### src/rtl/riscv_hazard_ctrl.sv
// -----------------------------------------------------------------------------
// riscv_hazard_ctrl
// Central hazard controller for the 5-stage core. Produces the stall/flush
// controls of the IF/ID, ID/EX, EX/MEM and MEM/WB stage registers plus the PC
// hold. It resolves, in priority order: data-memory wait, multi-cycle mul/div,
// taken branch/jump redirect and load-use. It also keeps a saturating count of
// PC-stall cycles.
//
// Ports
//   clk_i, rst_i (async, active-low)
//   id_rs1_i/id_rs2_i, id_rs1_used_i/id_rs2_used_i : ID-stage source operands
//   ex_rd_i, ex_is_load_i, ex_muldiv_i             : EX-stage instruction info
//   ex_redirect_i                                  : taken branch/jump in EX
//   mem_busy_i                                     : MEM access not complete
//   pc_stall_o, stall_*_o, flush_*_o               : pipeline controls
//   md_busy_o, md_done_o                           : mul/div sequencing status
//   stall_cnt_o                                    : saturating stall counter
// -----------------------------------------------------------------------------
module riscv_hazard_ctrl #(
   parameter int unsigned MULDIV_CYCLES = 32
) (
   input  logic        clk_i,
   input  logic        rst_i,
   input  logic [4:0]  id_rs1_i,
   input  logic [4:0]  id_rs2_i,
   input  logic        id_rs1_used_i,
   input  logic        id_rs2_used_i,
   input  logic [4:0]  ex_rd_i,
   input  logic        ex_is_load_i,
   input  logic        ex_muldiv_i,
   input  logic        ex_redirect_i,
   input  logic        mem_busy_i,
   output logic        pc_stall_o,
   output logic        stall_ifid_o,
   output logic        flush_ifid_o,
   output logic        stall_idex_o,
   output logic        flush_idex_o,
   output logic        stall_exmem_o,
   output logic        flush_exmem_o,
   output logic        stall_memwb_o,
   output logic        flush_memwb_o,
   output logic        md_busy_o,
   output logic        md_done_o,
   output logic [31:0] stall_cnt_o
);

   typedef enum logic {
      MD_IDLE = 1'b0,
      MD_BUSY = 1'b1
   } md_state_e;

   // The first EX cycle is spent in IDLE, the last one with cnt==0, so the
   // down-counter is loaded with two less than the total occupancy.
   localparam logic [7:0] MD_LOAD = 8'(MULDIV_CYCLES - 2);
   localparam logic [31:0] CNT_MAX = 32'hFFFF_FFFF;

   md_state_e   state_q, state_d;
   logic [7:0]  cnt_q, cnt_d;
   logic [31:0] stall_cnt_q, stall_cnt_d;

   logic lu_haz_s;
   logic md_haz_s;
   logic md_done_s;
   logic pc_stall_s;
   logic stall_ifid_s, flush_ifid_s;
   logic stall_idex_s, flush_idex_s;
   logic stall_exmem_s, flush_exmem_s;
   logic stall_memwb_s, flush_memwb_s;

   // Load-use detection: load in EX writes a register the ID instruction reads.
   always_comb begin
      lu_haz_s = ex_is_load_i & (ex_rd_i != 5'd0) &
                 ((id_rs1_used_i & (id_rs1_i == ex_rd_i)) |
                  (id_rs2_used_i & (id_rs2_i == ex_rd_i)));
   end

   // Mul/div sequencing: next state, down-counter and hazard/done decode.
   // A memory wait freezes EX, so the counter and state hold while busy.
   always_comb begin
      state_d   = state_q;
      cnt_d     = cnt_q;
      md_haz_s  = 1'b0;
      md_done_s = 1'b0;
      case (state_q)
         MD_IDLE: begin
            if (ex_muldiv_i) begin
               md_haz_s = 1'b1;
               if (!mem_busy_i) begin
                  cnt_d   = MD_LOAD;
                  state_d = MD_BUSY;
               end else begin
                  cnt_d   = cnt_q;
                  state_d = MD_IDLE;
               end
            end else begin
               md_haz_s = 1'b0;
            end
         end
         MD_BUSY: begin
            if (cnt_q != 8'd0) begin
               md_haz_s = 1'b1;
               if (!mem_busy_i) begin
                  cnt_d = cnt_q - 8'd1;
               end else begin
                  cnt_d = cnt_q;
               end
            end else begin
               md_haz_s = 1'b0;
               if (!mem_busy_i) begin
                  md_done_s = 1'b1;
                  state_d   = MD_IDLE;
               end else begin
                  md_done_s = 1'b0;
                  state_d   = MD_BUSY;
               end
            end
         end
         default: begin
            state_d = MD_IDLE;
            cnt_d   = 8'd0;
         end
      endcase
   end

   // Prioritised stall/flush generation; never stall and flush one register.
   always_comb begin
      pc_stall_s    = 1'b0;
      stall_ifid_s  = 1'b0;
      flush_ifid_s  = 1'b0;
      stall_idex_s  = 1'b0;
      flush_idex_s  = 1'b0;
      stall_exmem_s = 1'b0;
      flush_exmem_s = 1'b0;
      stall_memwb_s = 1'b0;
      flush_memwb_s = 1'b0;
      if (!rst_i) begin
         pc_stall_s = 1'b0;
      end else if (mem_busy_i) begin
         // Freeze everything up to MEM; the redirect stays pending in EX.
         pc_stall_s    = 1'b1;
         stall_ifid_s  = 1'b1;
         stall_idex_s  = 1'b1;
         stall_exmem_s = 1'b1;
         flush_memwb_s = 1'b1;
      end else if (md_haz_s) begin
         pc_stall_s    = 1'b1;
         stall_ifid_s  = 1'b1;
         stall_idex_s  = 1'b1;
         flush_exmem_s = 1'b1;
      end else if (ex_redirect_i) begin
         // Wins over load-use: the dependent ID instruction is discarded.
         flush_ifid_s = 1'b1;
         flush_idex_s = 1'b1;
      end else if (lu_haz_s) begin
         pc_stall_s   = 1'b1;
         stall_ifid_s = 1'b1;
         flush_idex_s = 1'b1;
      end else begin
         pc_stall_s = 1'b0;
      end
   end

   // Saturating stall-cycle counter next value.
   always_comb begin
      if (pc_stall_s && (stall_cnt_q != CNT_MAX)) begin
         stall_cnt_d = stall_cnt_q + 32'd1;
      end else begin
         stall_cnt_d = stall_cnt_q;
      end
   end

   // State registers: mul/div FSM, its counter and the stall counter.
   always_ff @(posedge clk_i or negedge rst_i) begin
      if (!rst_i) begin
         state_q     <= MD_IDLE;
         cnt_q       <= 8'd0;
         stall_cnt_q <= 32'd0;
      end else begin
         state_q     <= state_d;
         cnt_q       <= cnt_d;
         stall_cnt_q <= stall_cnt_d;
      end
   end

   assign pc_stall_o    = pc_stall_s;
   assign stall_ifid_o  = stall_ifid_s;
   assign flush_ifid_o  = flush_ifid_s;
   assign stall_idex_o  = stall_idex_s;
   assign flush_idex_o  = flush_idex_s;
   assign stall_exmem_o = stall_exmem_s;
   assign flush_exmem_o = flush_exmem_s;
   assign stall_memwb_o = stall_memwb_s;
   assign flush_memwb_o = flush_memwb_s;
   assign md_busy_o     = rst_i & (state_q == MD_BUSY);
   assign md_done_o     = rst_i & md_done_s;
   assign stall_cnt_o   = stall_cnt_q;

endmodule

### config.mk
export PLATFORM = sky130hd
export DESIGN_NAME = riscv_hazard_ctrl
export DESIGN_NICKNAME = d
export VERILOG_FILES = /design/src/rtl/riscv_hazard_ctrl.sv
export SDC_FILE = /design/constraint.sdc
export NUM_CORES = 1
export LEC_CHECK = 0
export ABC_CLOCK_PERIOD_IN_PS = 2900
export BUFFER_PORTS_ARGS = -buffer_cell sky130_fd_sc_hd__buf_2
export CORE_MARGIN = 10
export CORE_UTILIZATION = 56
export DETAILED_ROUTE_END_ITERATION = 6
export PLACE_DENSITY = 0.85
export SETUP_SLACK_MARGIN = 0.5
export SYNTH_ARGS = -nofsm -noshare
export SYNTH_HDL_FRONTEND = slang
export SYNTH_SLANG_ARGS = --single-unit
### constraint.sdc
create_clock -name clk_i -period 2.9 [get_ports clk_i]
set_input_delay 0 -clock clk_i [delete_from_list [all_inputs] [get_ports clk_i]]
set_output_delay 0 -clock clk_i [all_outputs]
set_load 0.02 [all_outputs]
# Word-level counts from Yosys, hierarchy flattened
# Index checks and enable logic that the tools add are counted.
dict set report totals {
  ram_bits 0
  wordCells 58
  memories 0
  output_inout_bits 43
  latchBits 0
  register_bits 41
  rom_bits 0
  input_bits 23
}
dict set report op_classes {
  eq_ne 7
  shifts 0
  n_addsub 2
  mux 34
  mul 0
  div 0
  magnitude_cmp 0
  n_reduce_logical 4
  n_bitwise 8
}
# operator n
set op_table {}
lappend op_table {{$add 32x1->32 const B} 1}
lappend op_table {{$mux 8} 4}
lappend op_table {{$ne 32x32->1 const B} 1}
lappend op_table {{$mux 1} 27}
lappend op_table {{$pmux 8 s2} 1}
lappend op_table {{$eq 5x5->1} 2}
lappend op_table {{$reduce_bool 8->1} 1}
lappend op_table {{$sub 8x1->8 const B} 1}
lappend op_table {{$and 1x1->1} 6}
lappend op_table {{$ne 2x2->1 const B} 3}
lappend op_table {{$reduce_bool 5->1} 1}
lappend op_table {{$pmux 1 s2} 2}
lappend op_table {{$reduce_and 4->1} 1}
lappend op_table {{$ne 2x1->1 const B} 1}
lappend op_table {{$logic_and 1x1->1} 1}
lappend op_table {{$not 1->1} 1}
lappend op_table {{$or 1x1->1} 1}

# Logic depth before layout (Yosys ltp)
dict set report logic_depth {
  ltp_word 10
  ltp_mapped 9
  mapped_depth_nobuf 7
}

# Worst setup path after synthesis
# No wires, ideal clock.
dict set report synth_path {
  path_kind {register -> register}
  start {register cnt_q[1]}
  end {register stall_cnt_q[6], in the netlist stall_cnt_o[6]}
  path_buffers 1
  setup_slack_ns 0.712
  synth_period_minus_slack_ns 2.188
  setup_ns 0.132
  arrival_ns 2.057
  stages_incl_launch_ff 9
  t_required_ns 2.768
  cell_sequence {dfrtp_1 inv_1 ha_1 a41o_2 a21boi_0 a21o_1 buf_4 nand3_1 xnor2_1}
}
dict set report synth_via {
  elab_chain_len 7
}
# element line
set synth_rtl {}
lappend synth_rtl {{start, declared} 58} ;# logic [7:0] cnt_q, cnt_d;
lappend synth_rtl {{start signal, assigned} 180} ;# cnt_q <= cnt_d;
lappend synth_rtl {{$reduce_bool 8->1} 100} ;# if (cnt_q != 8'd0) begin
lappend synth_rtl {{$mux 1} 100}
lappend synth_rtl {{$pmux 1 s2} 84} ;# case (state_q)
lappend synth_rtl {{$mux 1} 145} ;# end else if (md_haz_s) begin
lappend synth_rtl {{$mux 1} 138} ;# end else if (mem_busy_i) begin
lappend synth_rtl {{$mux 1} 136} ;# if (!rst_i) begin
lappend synth_rtl {{net pc_stall_o} 33} ;# output logic pc_stall_o,
lappend synth_rtl {{$logic_and 1x1->1} 165} ;# if (pc_stall_s && (stall_cnt_q != CNT_MAX)) begin
lappend synth_rtl {{end signal, assigned} 181} ;# stall_cnt_q <= stall_cnt_d;
lappend synth_rtl {{end, declared} 59} ;# logic [31:0] stall_cnt_q, stall_cnt_d;
# The timed path passes the listed nets, and every way through them passes these cells.
# A chain may end at the register's enable or synchronous reset.

# Final worst setup path
dict set report layout_path {
  start {register cnt_q[5]}
  end {register stall_cnt_q[30], in the netlist stall_cnt_o[30]}
}
dict set report layout_via {
  elab_chain_len 7
}
# element line
set layout_rtl {}
lappend layout_rtl {{$reduce_bool 8->1} 100}
lappend layout_rtl {{$mux 1} 100}
lappend layout_rtl {{$pmux 1 s2} 84}
lappend layout_rtl {{$mux 1} 145}
lappend layout_rtl {{$mux 1} 138}
lappend layout_rtl {{$mux 1} 136}
lappend layout_rtl {{$logic_and 1x1->1} 165}
# Every way passes these cells.

==> results.sh <==
export IMPL_crit_chain="nor4_1, a41o_2, a21boi_0, a21o_1, buf_4, nand3_1, mux2_2"
export IMPL_grt_first_pass_wirelength_mm=9.98
export IMPL_power_w=0.00170
export IMPL_fp_row_count=23
export IMPL_cap_violations=0
export IMPL_start_util=0.575
export IMPL_cts_buffer_depth=2
export IMPL_p_sw_frac=0.340
export IMPL_power_frac_comb=0.280
export IMPL_p_int_w=0.00112
export IMPL_synthArstFlopShare=1.00
export IMPL_wl_per_cell_um=16.8
export IMPL_path_delay_family="compound AO/OA/AOI/OAI gates"
export IMPL_root_buffer="clkbuf_8"
export IMPL_cts_sinks=41
export IMPL_ys_ff_latch=41
export IMPL_grt_max_degree=35
export IMPL_yosysTopAreaCell="dfrtp_1"
export IMPL_required_ns=3.08
export IMPL_antenna_found_initial=0
export IMPL_synth_edf_count=0
export IMPL_maxSlewViolCount=0
export IMPL_p_per_area_nw_per_um2=613
export IMPL_synth_seq_area_share=0.449
export IMPL_multi_input_area_um2=1180
export IMPL_routed_wl_mm=5.88
export IMPL_status="completed"
export IMPL_num_nets_final=327
export IMPL_routed_via_density=5.68
export IMPL_hold_viol=0
export IMPL_syn_area_um2=2280
export IMPL_synth_area_leaders="dfrtp_1, xnor2_1, nand3_1"
export IMPL_regArea_um2=1030
export IMPL_p_sw_w=0.000578
export IMPL_fin_crit_ns=2.23
export IMPL_dr_pass1_iters=4
export IMPL_p_leak_nw=1.34
export IMPL_period_share=0.768
export IMPL_post_synth_most_frequent_cells="xnor2_1, dfrtp_1, nand3_1, nand4_1"
export IMPL_hpwl_mm=4.43
export IMPL_clkTransAtPathRegs_ns=0.08
export IMPL_antenna_cells=0
export IMPL_setup_viol=0
export IMPL_hold_start="mem_busy_i"
export IMPL_fillerInstances=306
export IMPL_core_area_um2=3970
export IMPL_dieArea_um2=7030
export IMPL_grt_pass1_vias=2086
export IMPL_vias=1994
export IMPL_drive_above_1_share=0.289
export IMPL_critPathSlowestCell="dfrtp_1"
export IMPL_peakVddDrop_v=0.000395
export IMPL_seqPwrFrac=0.458
export IMPL_clk_latency_ns=0.30
export IMPL_start_kind="flop"
export IMPL_grt_setup_unrepaired="no"
export IMPL_gr_total_overflow=0
export IMPL_timing_rr_start="cnt_q[5]"
export IMPL_pwr_share_clk=0.262
export IMPL_numCtsBuffers=5
export IMPL_die_height_um=83.9
export IMPL_area_growth_pct=21.4
export IMPL_synthFlopType="dfrtp_1"
export IMPL_synth_top_area_frac=0.449
export IMPL_crit_buf_inv=1
export IMPL_ys_warn_count=0
export IMPL_synth_most_common_cell="xnor2_1"
export IMPL_finalSetupTns_ns=0
export IMPL_critPathMaxFanout=18
export IMPL_cp_startpoint="cnt_q[5]"
export IMPL_end_kind="flop"
export IMPL_hold_class="input port to flop"
export IMPL_postCtsSetupBuffers=0
export IMPL_critPathMaxStageDelay_ns=0.42
export IMPL_critPathArrivalTime_ns=2.40
export IMPL_fin_skew_ns=0.0104
export IMPL_fmax_mhz=449
export IMPL_antenna_left=0
export IMPL_netlist_instances=232
export IMPL_syn_avg_cell_area_um2=9.84
export IMPL_htreeDepth=2
export IMPL_cts_tree="yes"
export IMPL_drc=0
export IMPL_synth_nets=258
export IMPL_die_w_um=83.9
export IMPL_globalplace_congestion=0.842
export IMPL_critical_path_class="flop to flop"
export IMPL_drt_iter0_drc=117
export IMPL_synth_distinct_cells=38
export IMPL_ios=66
export IMPL_io_buffers=64
export IMPL_grt_util_all_layers=0.169
-- placed cells by master, fill, tap and decap left out, types with 2 or more instances in the layout --
master,n
buf_2,64
xnor2_1,42
dfrtp_1,41
nand3_1,23
nand4_1,17
nor2_1,15
and3_1,15
nand2_1,12
inv_1,7
and2_1,6
buf_4,6
clkbuf_8,5
o21ai_0,4
o22ai_1,3
nand4b_1,3
mux2_2,3
ha_1,3
nor4_1,2
nor3b_1,2
nand2b_1,2
nor3_1,2
nand3b_1,2
a21oi_1,2
-- routing by layer --
metal | track usage | routed length [µm]
met4 | 0.0578 | 64
met2 | 0.299 | 3170
met5 | 0 | 0
met1 | 0.185 | 2300
met3 | 0.0518 | 347
-- area by class of cell --
| type | instances | area share |
|---|---|---|
| Clock buffer | 5 | 0.0248 |
| Sequential cell | 41 | 0.370 |
| Tap cell | 50 | 0.0226 |
| Inverter | 7 | 0.00948 |
| Timing Repair Buffer | 71 | 0.135 |
| Clock inverter | 2 | 0.0126 |
| Multi-Input combinational cell | 175 | 0.425 |
-- state kept, by name, summed over array words and instances, names as in the netlist --
name,cells
stall_cnt_o,32
cnt_q,8
state_q,1
-- what timing repair did --
| item | 4_1_cts | 5_1_grt |
|---|---|---|
| endpoints found under the hold margin | 20 | 0 |
| resized for setup | 0 | 1 |
| setup endpoints to repair | 0 | 13 |
| hold buffers | 1 | 0 |
-- through the flow --
step / std cells / utilization / area (µm²) / hold slack, ns / worst slack, ns
after floorplan: 232 / - / 2280 / -0.296 / 0.712
after global placement: 343 / 0.668 / 2650 / -0.120 / 0.778
after detailed placement: 343 / 0.668 / 2650 / -0.112 / 0.744
after CTS: 351 / 0.696 / 2770 / 0.0518 / 0.701
after global routing: 351 / 0.698 / 2770 / 0.0942 / 0.528
final: 351 / 0.698 / 2770 / 0.0503 / 0.673
-- worst min-delay path: stages --
cell and delay [ns]:
buf_2 0.15, o31ai_1 0.09, nand3_1 0.08
-- cell families after synthesis --
family / after synthesis / synth area share
XOR/XNOR: 43 / 0.165
adder cells (fa/ha/maj): 3 / 0.0164
multiplexers: 3 / 0.0148
other: 1 / 0.00164
AND/OR/NAND/NOR: 111 / 0.276
flip-flops: 41 / 0.449
AO/OA/AOI/OAI: 14 / 0.0395
buffers and inverters: 16 / 0.0378
-- power by group through the flow --
stage | Sequential [W] | Clock, W | Combinational (W)
2_1_floorplan | 0.000820 | 0 | 0.000278
5_1_grt | 0.000797 | 0.000473 | 0.000534
3_3_place_gp | 0.000781 | 0 | 0.000454
6_report | 0.000778 | 0.000445 | 0.000476
4_1_cts | 0.000779 | 0.000455 | 0.000481
3_5_place_dp | 0.000788 | 0 | 0.000473
-- path summary, 6_finish.rpt --
check / to / depth (start not counted) / slack, ns
worst max-delay path: stall_cnt_o[30] / 7 / 0.67
worst min-delay path: cnt_q[2] / 3 / 0.05
min in group asynchronous: cnt_q[0] / 2 / 0.10
worst max register to register: stall_cnt_o[30] / 7 / 0.67
worst min register to register: stall_cnt_o[22] / 1 / 0.49
max in group asynchronous: stall_cnt_o[30] / 3 / 2.08
(Power assumes the default switching activity.)
